### src/rtl/bj_pkg.sv
// Shared definitions for the blackjack result receiver.
//   PW     probability word width (serial burst length)
//   PMAX   largest legal probability value (percent)
//   NPROB  probability words expected per game before the winner burst
//   win_t  winner codes; state_t receiver FSM encoding
//   sat_inc16  saturating 16-bit increment for the optional statistics
package bj_pkg;

    localparam int unsigned      PW    = 7;
    localparam logic [PW-1:0]    PMAX  = PW'(100);
    localparam logic [2:0]       NPROB = 3'd4;

    typedef enum logic [1:0] {
        WIN_NONE = 2'b00,
        WIN_P1   = 2'b01,
        WIN_P2   = 2'b10
    } win_t;

    typedef enum logic [1:0] {
        ST_IDLE  = 2'd0,
        ST_PROB  = 2'd1,
        ST_WIN   = 2'd2,
        ST_FLUSH = 2'd3
    } state_t;

    function automatic logic [15:0] sat_inc16(input logic [15:0] v);
        return (v == 16'hFFFF) ? v : v + 16'd1;
    endfunction

endpackage

### src/rtl/bj_result_rx_if.sv
// Serial result link plus decoded results of the blackjack receiver.
//   master: drives the serial link (rx_*), observes the decoded results
//   slave : the receiver; consumes rx_*, drives eq_prob/ex_prob/prob_valid/
//           prob_idx/win_code/win_valid/len_err/range_err/seq_err
// BJ_RX_STATS_EN adds games/wins1/wins2/ties counters to the slave side.
interface bj_result_rx_if;
    import bj_pkg::*;

    logic          rx_valid1;
    logic          rx_equal;
    logic          rx_exceed;
    logic          rx_valid2;
    logic          rx_winner;

    logic [PW-1:0] eq_prob;
    logic [PW-1:0] ex_prob;
    logic          prob_valid;
    logic [1:0]    prob_idx;
    logic [1:0]    win_code;
    logic          win_valid;
    logic          len_err;
    logic          range_err;
    logic          seq_err;

`ifdef BJ_RX_STATS_EN
    logic [15:0]   games;
    logic [15:0]   wins1;
    logic [15:0]   wins2;
    logic [15:0]   ties;

    modport master (
        output rx_valid1, rx_equal, rx_exceed, rx_valid2, rx_winner,
        input  eq_prob, ex_prob, prob_valid, prob_idx, win_code, win_valid,
               len_err, range_err, seq_err, games, wins1, wins2, ties
    );
    modport slave (
        input  rx_valid1, rx_equal, rx_exceed, rx_valid2, rx_winner,
        output eq_prob, ex_prob, prob_valid, prob_idx, win_code, win_valid,
               len_err, range_err, seq_err, games, wins1, wins2, ties
    );
`else
    modport master (
        output rx_valid1, rx_equal, rx_exceed, rx_valid2, rx_winner,
        input  eq_prob, ex_prob, prob_valid, prob_idx, win_code, win_valid,
               len_err, range_err, seq_err
    );
    modport slave (
        input  rx_valid1, rx_equal, rx_exceed, rx_valid2, rx_winner,
        output eq_prob, ex_prob, prob_valid, prob_idx, win_code, win_valid,
               len_err, range_err, seq_err
    );
`endif

endinterface

### src/rtl/bj_ser_shift.sv
// PW-bit MSB-first serial-to-parallel shift register with burst bit counter.
//   clk, rst : clock, synchronous active-high reset
//   start    : first bit of a burst (counter restarts at 1)
//   shift    : further bit of the same burst
//   din      : serial bit
//   data     : last PW bits shifted in, MSB first
//   len_ok   : exactly PW bits seen since start
module bj_ser_shift
    import bj_pkg::*;
(
    input  logic          clk,
    input  logic          rst,
    input  logic          start,
    input  logic          shift,
    input  logic          din,
    output logic [PW-1:0] data,
    output logic          len_ok
);

    localparam int unsigned    CW      = $clog2(PW + 2);
    // Saturating at PW+1 keeps over-long bursts distinguishable from legal ones.
    localparam logic [CW-1:0]  CNT_MAX = CW'(PW + 1);

    logic [CW-1:0] cnt;

    always_ff @(posedge clk) begin
        if (rst) begin
            data <= '0;
            cnt  <= '0;
        end else if (start) begin
            data <= {data[PW-2:0], din};
            cnt  <= CW'(1);
        end else if (shift) begin
            data <= {data[PW-2:0], din};
            if (cnt != CNT_MAX) cnt <= cnt + CW'(1);
        end
    end

    assign len_ok = (cnt == CW'(PW));

endmodule

### src/rtl/bj_result_rx.sv
// Blackjack result receiver: deserialises the equal/exceed probability bursts
// and the winner burst, checking burst length, value range and game sequence.
//   clk, rst : single clock, synchronous active-high reset
//   bus      : bj_result_rx_if.slave (serial inputs, decoded pulse outputs)
// Optional feature macro: BJ_RX_STATS_EN (games/wins1/wins2/ties counters).
module bj_result_rx
    import bj_pkg::*;
(
    input  logic           clk,
    input  logic           rst,
    bj_result_rx_if.slave  bus
);

    localparam int NUM_LANES = 2;   // lane 0 = equal, lane 1 = exceed

    logic [NUM_LANES-1:0]         lane_bit;
    logic [NUM_LANES-1:0]         lane_ok;
    logic [NUM_LANES-1:0][PW-1:0] lane_data;

    state_t        state;
    logic [2:0]    word_cnt;     // 0..NPROB, one bit wider than prob_idx
    logic          win_two;      // second winner bit captured
    logic          win_b0;
    logic          win_b1;
    logic          both;
    logic          sh_start;
    logic          sh_shift;
    logic          len_ok;

    logic [PW-1:0] eq_prob;
    logic [PW-1:0] ex_prob;
    logic          prob_valid;
    logic [1:0]    prob_idx;
    logic [1:0]    win_code;
    logic          win_valid;
    logic          len_err;
    logic          range_err;
    logic          seq_err;

    assign both     = bus.rx_valid1 & bus.rx_valid2;
    assign sh_start = (state == ST_IDLE) & bus.rx_valid1 & ~bus.rx_valid2;
    assign sh_shift = (state == ST_PROB) & bus.rx_valid1 & ~bus.rx_valid2;
    assign lane_bit = {bus.rx_exceed, bus.rx_equal};
    assign len_ok   = &lane_ok;

    for (genvar l = 0; l < NUM_LANES; l++) begin : g_lane
        bj_ser_shift u_shift (
            .clk    (clk),
            .rst    (rst),
            .start  (sh_start),
            .shift  (sh_shift),
            .din    (lane_bit[l]),
            .data   (lane_data[l]),
            .len_ok (lane_ok[l])
        );
    end

    always_ff @(posedge clk) begin
        if (rst) begin
            state      <= ST_IDLE;
            word_cnt   <= '0;
            win_two    <= 1'b0;
            win_b0     <= 1'b0;
            win_b1     <= 1'b0;
            eq_prob    <= '0;
            ex_prob    <= '0;
            prob_valid <= 1'b0;
            prob_idx   <= '0;
            win_code   <= WIN_NONE;
            win_valid  <= 1'b0;
            len_err    <= 1'b0;
            range_err  <= 1'b0;
            seq_err    <= 1'b0;
        end else begin
            prob_valid <= 1'b0;
            win_valid  <= 1'b0;
            len_err    <= 1'b0;
            range_err  <= 1'b0;
            seq_err    <= 1'b0;

            if (both) begin
                // Both valids together is a protocol violation in any state:
                // drop whatever burst was in flight and resync on a quiet link.
                seq_err <= 1'b1;
                state   <= ST_FLUSH;
            end else begin
                case (state)
                    ST_IDLE: begin
                        if (bus.rx_valid1) begin
                            state <= ST_PROB;
                        end else if (bus.rx_valid2) begin
                            win_b0  <= bus.rx_winner;
                            win_two <= 1'b0;
                            state   <= ST_WIN;
                        end
                    end

                    ST_PROB: begin
                        if (!bus.rx_valid1) begin
                            state <= ST_IDLE;
                            if (len_ok) begin
                                eq_prob    <= lane_data[0];
                                ex_prob    <= lane_data[1];
                                prob_valid <= 1'b1;
                                range_err  <= (lane_data[0] > PMAX) || (lane_data[1] > PMAX);
                                if (word_cnt >= NPROB) begin
                                    // Extra word without a winner: restart the game count.
                                    prob_idx <= 2'd0;
                                    seq_err  <= 1'b1;
                                    word_cnt <= 3'd1;
                                end else begin
                                    prob_idx <= word_cnt[1:0];
                                    word_cnt <= word_cnt + 3'd1;
                                end
                            end else begin
                                len_err <= 1'b1;
                            end
                        end
                    end

                    ST_WIN: begin
                        if (bus.rx_valid2) begin
                            if (!win_two) begin
                                win_b1  <= bus.rx_winner;
                                win_two <= 1'b1;
                            end else begin
                                len_err  <= 1'b1;
                                word_cnt <= '0;
                                state    <= ST_FLUSH;
                            end
                        end else begin
                            state    <= ST_IDLE;
                            word_cnt <= '0;
                            seq_err  <= (word_cnt != NPROB);
                            if (!win_two && !win_b0) begin
                                win_code  <= WIN_NONE;
                                win_valid <= 1'b1;
                            end else if (win_two && win_b0 && !win_b1) begin
                                win_code  <= WIN_P1;
                                win_valid <= 1'b1;
                            end else if (win_two && win_b0 && win_b1) begin
                                win_code  <= WIN_P2;
                                win_valid <= 1'b1;
                            end else begin
                                len_err <= 1'b1;
                            end
                        end
                    end

                    default: begin  // ST_FLUSH
                        if (!bus.rx_valid1 && !bus.rx_valid2) state <= ST_IDLE;
                    end
                endcase
            end
        end
    end

    assign bus.eq_prob    = eq_prob;
    assign bus.ex_prob    = ex_prob;
    assign bus.prob_valid = prob_valid;
    assign bus.prob_idx   = prob_idx;
    assign bus.win_code   = win_code;
    assign bus.win_valid  = win_valid;
    assign bus.len_err    = len_err;
    assign bus.range_err  = range_err;
    assign bus.seq_err    = seq_err;

`ifdef BJ_RX_STATS_EN
    logic [15:0] games;
    logic [15:0] wins1;
    logic [15:0] wins2;
    logic [15:0] ties;

    // Counts follow the registered win_valid pulse, so they settle one cycle later.
    always_ff @(posedge clk) begin
        if (rst) begin
            games <= '0;
            wins1 <= '0;
            wins2 <= '0;
            ties  <= '0;
        end else if (win_valid) begin
            games <= sat_inc16(games);
            case (win_code)
                WIN_P1:  wins1 <= sat_inc16(wins1);
                WIN_P2:  wins2 <= sat_inc16(wins2);
                default: ties  <= sat_inc16(ties);
            endcase
        end
    end

    assign bus.games = games;
    assign bus.wins1 = wins1;
    assign bus.wins2 = wins2;
    assign bus.ties  = ties;
`endif

endmodule

### src/flat_wrapper.sv
// flat-port wrapper written by rule: the top's interface ports become plain ports
module bj_result_rx_flat import bj_pkg::*;
  (clk, rst, bus_rx_valid1, bus_rx_equal, bus_rx_exceed, bus_rx_valid2, bus_rx_winner, bus_eq_prob, bus_ex_prob, bus_prob_valid, bus_prob_idx, bus_win_code, bus_win_valid, bus_len_err, bus_range_err, bus_seq_err);
  bj_result_rx_if bus_i ();
  input  logic clk;
  input  logic rst;
  input wire logic [$bits(bus_i.rx_valid1)-1:0] bus_rx_valid1;
  input wire logic [$bits(bus_i.rx_equal)-1:0] bus_rx_equal;
  input wire logic [$bits(bus_i.rx_exceed)-1:0] bus_rx_exceed;
  input wire logic [$bits(bus_i.rx_valid2)-1:0] bus_rx_valid2;
  input wire logic [$bits(bus_i.rx_winner)-1:0] bus_rx_winner;
  output wire logic [$bits(bus_i.eq_prob)-1:0] bus_eq_prob;
  output wire logic [$bits(bus_i.ex_prob)-1:0] bus_ex_prob;
  output wire logic [$bits(bus_i.prob_valid)-1:0] bus_prob_valid;
  output wire logic [$bits(bus_i.prob_idx)-1:0] bus_prob_idx;
  output wire logic [$bits(bus_i.win_code)-1:0] bus_win_code;
  output wire logic [$bits(bus_i.win_valid)-1:0] bus_win_valid;
  output wire logic [$bits(bus_i.len_err)-1:0] bus_len_err;
  output wire logic [$bits(bus_i.range_err)-1:0] bus_range_err;
  output wire logic [$bits(bus_i.seq_err)-1:0] bus_seq_err;
  assign bus_i.rx_valid1 = bus_rx_valid1;
  assign bus_i.rx_equal = bus_rx_equal;
  assign bus_i.rx_exceed = bus_rx_exceed;
  assign bus_i.rx_valid2 = bus_rx_valid2;
  assign bus_i.rx_winner = bus_rx_winner;
  assign bus_eq_prob = bus_i.eq_prob;
  assign bus_ex_prob = bus_i.ex_prob;
  assign bus_prob_valid = bus_i.prob_valid;
  assign bus_prob_idx = bus_i.prob_idx;
  assign bus_win_code = bus_i.win_code;
  assign bus_win_valid = bus_i.win_valid;
  assign bus_len_err = bus_i.len_err;
  assign bus_range_err = bus_i.range_err;
  assign bus_seq_err = bus_i.seq_err;
  bj_result_rx u_core (.clk(clk), .rst(rst), .bus(bus_i));
endmodule
### config.mk
export PLATFORM = sky130hd
export DESIGN_NAME = bj_result_rx_flat
export DESIGN_NICKNAME = d
export VERILOG_FILES = /design/src/rtl/bj_pkg.sv /design/src/rtl/bj_result_rx_if.sv /design/src/rtl/bj_ser_shift.sv /design/src/rtl/bj_result_rx.sv /design/src/flat_wrapper.sv
export SDC_FILE = /design/constraint.sdc
export NUM_CORES = 1
export LEC_CHECK = 0
export ABC_AREA = 1
export CAP_MARGIN = 30
export CORE_ASPECT_RATIO = 1.25
export CORE_UTILIZATION = 37
export CTS_CLUSTER_DIAMETER = 150
export CTS_CLUSTER_SIZE = 8
export DETAILED_ROUTE_END_ITERATION = 8
export PLACE_DENSITY = 0.68
export SYNTH_ARGS = -nofsm -noshare
export SYNTH_HDL_FRONTEND = slang
export SYNTH_HIERARCHICAL = 1
export SYNTH_SLANG_ARGS = --single-unit
### constraint.sdc
create_clock -name clk -period 2.1 [get_ports clk]
set_clock_uncertainty 0.2 [all_clocks]
set_input_delay 0.21 -clock clk [delete_from_list [all_inputs] [get_ports clk]]
set_output_delay 0.21 -clock clk [all_outputs]
set_load 0.05 [all_outputs]
# Word level (Yosys, flattened, before mapping)
# Cells that the tools add are included.
dict set report word_totals {
  in_bits 7
  wordCells 140
  regBits 53
  output_inout_bits 23
}
dict set report classes {
  n_eq_ne 16
  n_reduce_logical 36
  n_addsub 3
  bitwise 12
  mux 50
  magnitude_cmp 3
}
# operator n
set op_table {}
lappend op_table {{7-bit two-way mux} 4}
lappend op_table {{1-bit two-way mux} 25}
lappend op_table {{2-bit two-way mux} 11}
lappend op_table {{4-bit AND reduction} 4}
lappend op_table {{3-bit two-way mux} 5}
lappend op_table {{5-bit AND reduction} 3}
lappend op_table {{7-bit greater-than comparator (second input constant)} 2}
lappend op_table {{2-bit AND reduction} 5}
lappend op_table {{2-bit nonzero test} 5}
lappend op_table {{4-bit by 1-bit adder with 4-bit output (second input constant)} 2}
lappend op_table {{4-bit by 3-bit equality test with 1-bit output (second input constant)} 2}
lappend op_table {{2-bit inequality test (second input constant)} 4}
lappend op_table {{4-bit inequality test (second input constant)} 2}
lappend op_table {{4-bit OR reduction} 2}
lappend op_table {{1-bit NOT} 7}
lappend op_table {{3-bit by 2-bit inequality test with 1-bit output (second input constant)} 2}
lappend op_table {{1-bit one-hot mux with 2 select lines} 3}
lappend op_table {{2-bit one-hot mux with 3 select lines} 1}
lappend op_table {{3-bit one-hot mux with 2 select lines} 1}
lappend op_table {{1-bit bitwise AND} 5}
lappend op_table {{1-bit logical AND} 5}
lappend op_table {{1-bit logical NOT} 5}
lappend op_table {{5-bit nonzero test} 1}
lappend op_table {{5-bit OR reduction} 1}
lappend op_table {{other kinds (12)} 13}

# Logic depth before layout (Yosys ltp)
dict set report logic_depth {
  word_depth 7
  depth_mapped 10
  mapped_depth_nobuf 10
}

# Cells and area by module
# Netlist, hierarchy kept.
# module cells_per_inst instances area_per_inst_um2 seq_area_each_um2
set by_module_without_submodules {}
lappend by_module_without_submodules {bj_result_rx 206 1 1486.4 620.6}
lappend by_module_without_submodules {bj_ser_shift 68 2 496.7 220.2}

# Worst setup path before layout
# Ideal clock, no wire load.
dict set report synth_timing {
  path_kind {reg-to-reg}
  from {reg u_core.state[0]}
  to {reg u_core.g_lane[0].u_shift.cnt[2]}
  arrival_time_ns 1.579
  synth_period_minus_slack_ns 1.897
  required_time_ns 1.782
  n_path_buf 0
  path_stages_with_launch 7
  setup_ns 0.118
  path_slack_ns 0.203
  path_cell_list {dfxtp_1 inv_1 ha_1 inv_1 nor3_1 nor2_1 a21boi_2}
}
dict set report synth_between {
  elab_chain_cells 4
  elab_cells_between_ends 8
  classes_between {eq/ne (1); bitwise (4); reduce/logical (3)}
}
# item line_no
set synth_rtl {}
lappend synth_rtl {{from (decl)} bj_result_rx.sv:20} ;# state_t state;
lappend synth_rtl {{from (signal assigned)} bj_result_rx.sv:60} ;# state <= ST_IDLE;
lappend synth_rtl {{from (signal assigned)} bj_result_rx.sv:85} ;# state <= ST_FLUSH;
lappend synth_rtl {{from (signal assigned)} bj_result_rx.sv:90} ;# state <= ST_PROB;
lappend synth_rtl {{2-bit logical NOT} bj_result_rx.sv:41} ;# assign sh_start = (state == ST_IDLE) & bus.rx_valid1 & ~bus.rx_valid2;
lappend synth_rtl {{1-bit bitwise AND (2 in series)} bj_result_rx.sv:41}
lappend synth_rtl {{via u_core.sh_start} bj_result_rx.sv:26} ;# logic sh_start;
lappend synth_rtl {{2-bit OR reduction (no line)} -}
lappend synth_rtl {{to (signal assigned)} bj_ser_shift.sv:35} ;# if (cnt != CNT_MAX) cnt <= cnt + CW'(1);
lappend synth_rtl {{to (decl)} bj_ser_shift.sv:24} ;# logic [CW-1:0] cnt;
# The timed path passes the listed nets, and every way through them passes these cells.
# A chain may end at the register's enable or synchronous reset.

# Final worst setup path
dict set report layout_timing {
  from {reg u_core.ex_prob[5] (netlist: u_core/bus.ex_prob[5])}
  to {out bus_ex_prob[5]}
}
# item line_no
set layout_lines {}
lappend layout_lines {{from (decl)} bj_result_rx.sv:31} ;# logic [PW-1:0] ex_prob;
lappend layout_lines {{from (signal assigned)} bj_result_rx.sv:103} ;# ex_prob <= lane_data[1];
lappend layout_lines {{to (decl)} flat_wrapper.sv:13} ;# output wire logic [$bits(bus_i.ex_prob)-1:0] bus_ex_prob;
# No word-level cell between the ends.

==> flow_summary.toml <==
[status]
status = "finished, final reports clean"

[sta]
rsz0062_at_grt = "no"
setup_violations = 0
slew_headroom = 0.6601
finalCriticalPeriod_ns = 1.917
hold_viol = 0
fin_crit_sh = 0.9127
slew_viol_final = 0
fin_tns_setup_ns = 0
timing.fmax_mhz = 521.8
whs_ns = 0.2722
tightest_slew_ns = 0.5082

[cts]
cts_max_path_buffers = 2
clock_latency_ns = 0.31
cts_tree = "built"
clk_pin_slew_ns = 0.10
cts_htree_levels = 2
cts-resized-gates = 0
cts-root-buf = "clkbuf_8"
clock_sinks = 53
numCtsBuffers = 5
post_cts_buffers = 0
cts_hold_buf = 0

[worst_setup_path]
reg2reg_slack_ns = 0.27
r2r_cells = 9
critical_path.top_delay_family = "buffers and inverters"
cp-end-kind = "output port"
critPathRequiredTime_ns = 1.69
cp_max_fo = 2
startpoint_type = "flop"
slowest_stage = "clkdlybuf4s50_1"
crit_buf_inv = 1
timing.rr.end = "u_core/g_lane[1].u_shift/data[5]"
r2r-start = "u_core/state[1]"
critPathKind = "flop to output port"
cp_slowest_stage_delay_ns = 0.82
crit_chain = "clkdlybuf4s50_1"
crit_arrival_ns = 1.51

[layout]
nets = 396
most-common-layout-cells = "87 x nor2_1, 53 x nand2_1, 53 x dfxtp_1"
fin_cells = 468
num_antenna_cells = 0
drive_above_1_share = 0.1050
areaGrowthSynthToFinish_pct = 19.98
mostFrequentLayoutCell = "nor2_1"

[power]
intPower_w = 0.001730
power_leakage_nw = 1.288
p_sw_w = 0.0009825
pwr-share-seq = 0.462
p_per_area_nw_per_um2 = 911.7
p_clk_frac = 0.230
worst_ir_drop_vdd_mv = 0.3897
comb_power_share = 0.308
p_sw_frac = 0.3622

[synth]
syn-mean-instance-area_um2 = 7.251
ys_seq_elements = 53
yosys-top-cells-area = "dfxtp_1 43%, nor2_1 13%, nand2_1 8.0%"
yosysTopAreaCell = "dfxtp_1"
syn-num-nets = 358
synth-warning-count = 6
ys.flop_type = "dfxtp_1"
synth_edf_count = 0
synthCells = 342
yosysTopAreaCellShare = 0.4279
ys_seq_area_frac = 0.4279
synthArstFlopShare = 0
yosysUniqueCellTypes = 26
syn_area_um2 = 2480

[place]
dp.cells = 460
port_buffers = 29
dp_hpwl_um = 3847
gp_congestion = 0.8049

[detailed_routing]
firstDrtPassIters = 4
highest_layer = "met4"
route.met3.wl_um = 182
ant_nets = 0
vias_per_cell = 4.630
wl_met2_um = 2587
vias = 2167
drtIter0Drc = 184
wire_per_inst_um = 10.98
drt_wl_total_um = 5137
wl_met1_um = 2230
drc = 0

[global_route]
grt_pass1_vias = 2025
grt_overflow_total = 0
antenna_found_initial = 0
grt_usage = 0.1626
grt_pass1_wl_um = 8721
grt_max_degree = 18

[die]
die_height_um = 93.53
die_w_um = 75.23
pin_count = 30
rows = 33
start_util = 0.3801
die_area_um2 = 7036
core_um2 = 6524

[hold_path]
hold_end = "u_core/bus.win_code[0]"
holdPathStages = 2
min-delay-path-class = "flop to flop"
hp-start = "u_core/bus.win_code[0]"

[job]
maxCapViolations = 0
## flip-flops by register name, summed over array words and instances (netlist names)
| name | flops |
|---|---|
| u_core/win_b1 | 1 |
| u_core/bus.ex_prob | 7 |
| u_core/bus.prob_idx | 2 |
| u_core/word_cnt | 3 |
| u_core/bus.win_code | 2 |
| u_core/bus.range_err | 1 |
| u_core/bus.eq_prob | 7 |
| u_core/g_lane.u_shift/data | 14 |
| u_core/g_lane.u_shift/cnt | 8 |
| u_core/win_b0 | 1 |
| u_core/bus.seq_err | 1 |
| u_core/win_two | 1 |
| u_core/bus.win_valid | 1 |
| u_core/bus.prob_valid | 1 |
| u_core/bus.len_err | 1 |
| u_core/state | 2 |
## kinds of logic (layout without fill, tap and decap cells)
kind of cell / after synthesis / in the layout / synth area share
AO/OA/AOI/OAI: 52 / 52 / 0.1120
flip-flops: 53 / 53 / 0.4279
XOR/XNOR: 2 / 2 / 0.007065
buffers and inverters: 47 / 86 / 0.08981
adder cells (fa/ha/maj): 9 / 9 / 0.04541
AND/OR/NAND/NOR: 179 / 179 / 0.3179
## layout make-up
class / instances / area [µm²]
fill: 684 / 3548
multi-input combinational: 242 / 1196
sequential: 53 / 1061
timing repair buffer: 37 / 350.3
inverter: 41 / 158.9
tap: 87 / 108.9
clock buffer: 6 / 82.58
clock inverter: 2 / 17.52
## power by group through the flow
stage | Sequential [W] | Clock, W | Combinational (W)
floorplan | 0.00126 | 0 | 0.000650
global placement | 0.00127 | 0 | 0.000817
detailed placement | 0.00127 | 0 | 0.000834
CTS | 0.00125 | 0.000647 | 0.000838
global route | 0.00127 | 0.000683 | 0.000974
finish | 0.00125 | 0.000624 | 0.000836
## cells in the mapped netlist, types with 4 or more instances
cell type,instances
nand3_1,19
nor2_1,87
inv_1,36
o21ai_0,27
o21ai_1,11
a21oi_1,10
nor2_4,4
ha_1,9
nand2_1,53
nand2_2,5
dfxtp_1,53
inv_2,4
## routing by layer
metal | vias to the layer above | GRT usage
li1 | 1153 | -
met1 | 968 | 0.1858
met2 | 36 | 0.2815
met3 | 10 | 0.02909
met4 | 0 | 0.08488
met5 | - | 0
## metrics by stage
| step | instance area [µm²] | util | total power [W] | setup WS, ns |
|---|---|---|---|---|
| detailed placement | 2875 | 0.4407 | 0.002109 | 0.1715 |
| finish | 2975 | 0.4561 | 0.002712 | 0.1834 |
| floorplan | 2480 | - | 0.001910 | 0.2030 |
| CTS | 2975 | 0.4561 | 0.002738 | 0.1638 |
| global route | 2975 | 0.4561 | 0.002930 | 0.1051 |
| global placement | 2875 | 0.4407 | 0.002090 | 0.1931 |
## how the worst max path moves through the flow
stage / endpoint / startpoint / slack, ns / cells past startpoint
2_1_floorplan: u_core/g_lane[0].u_shift/cnt[2] / u_core/state[0] / 0.20 / 6
3_3_place_gp: u_core/g_lane[1].u_shift/data[0] / bus_rx_valid2 / 0.19 / 9
3_5_place_dp: u_core/g_lane[1].u_shift/data[6] / bus_rx_valid1 / 0.17 / 8
4_1_cts: bus_eq_prob[3] / u_core/bus.eq_prob[3] / 0.16 / 1
5_1_grt: u_core/g_lane[0].u_shift/data[0] / u_core/state[1] / 0.11 / 9
6_report: bus_ex_prob[5] / u_core/bus.ex_prob[5] / 0.18 / 1
Power figures use the tool's default switching activity.
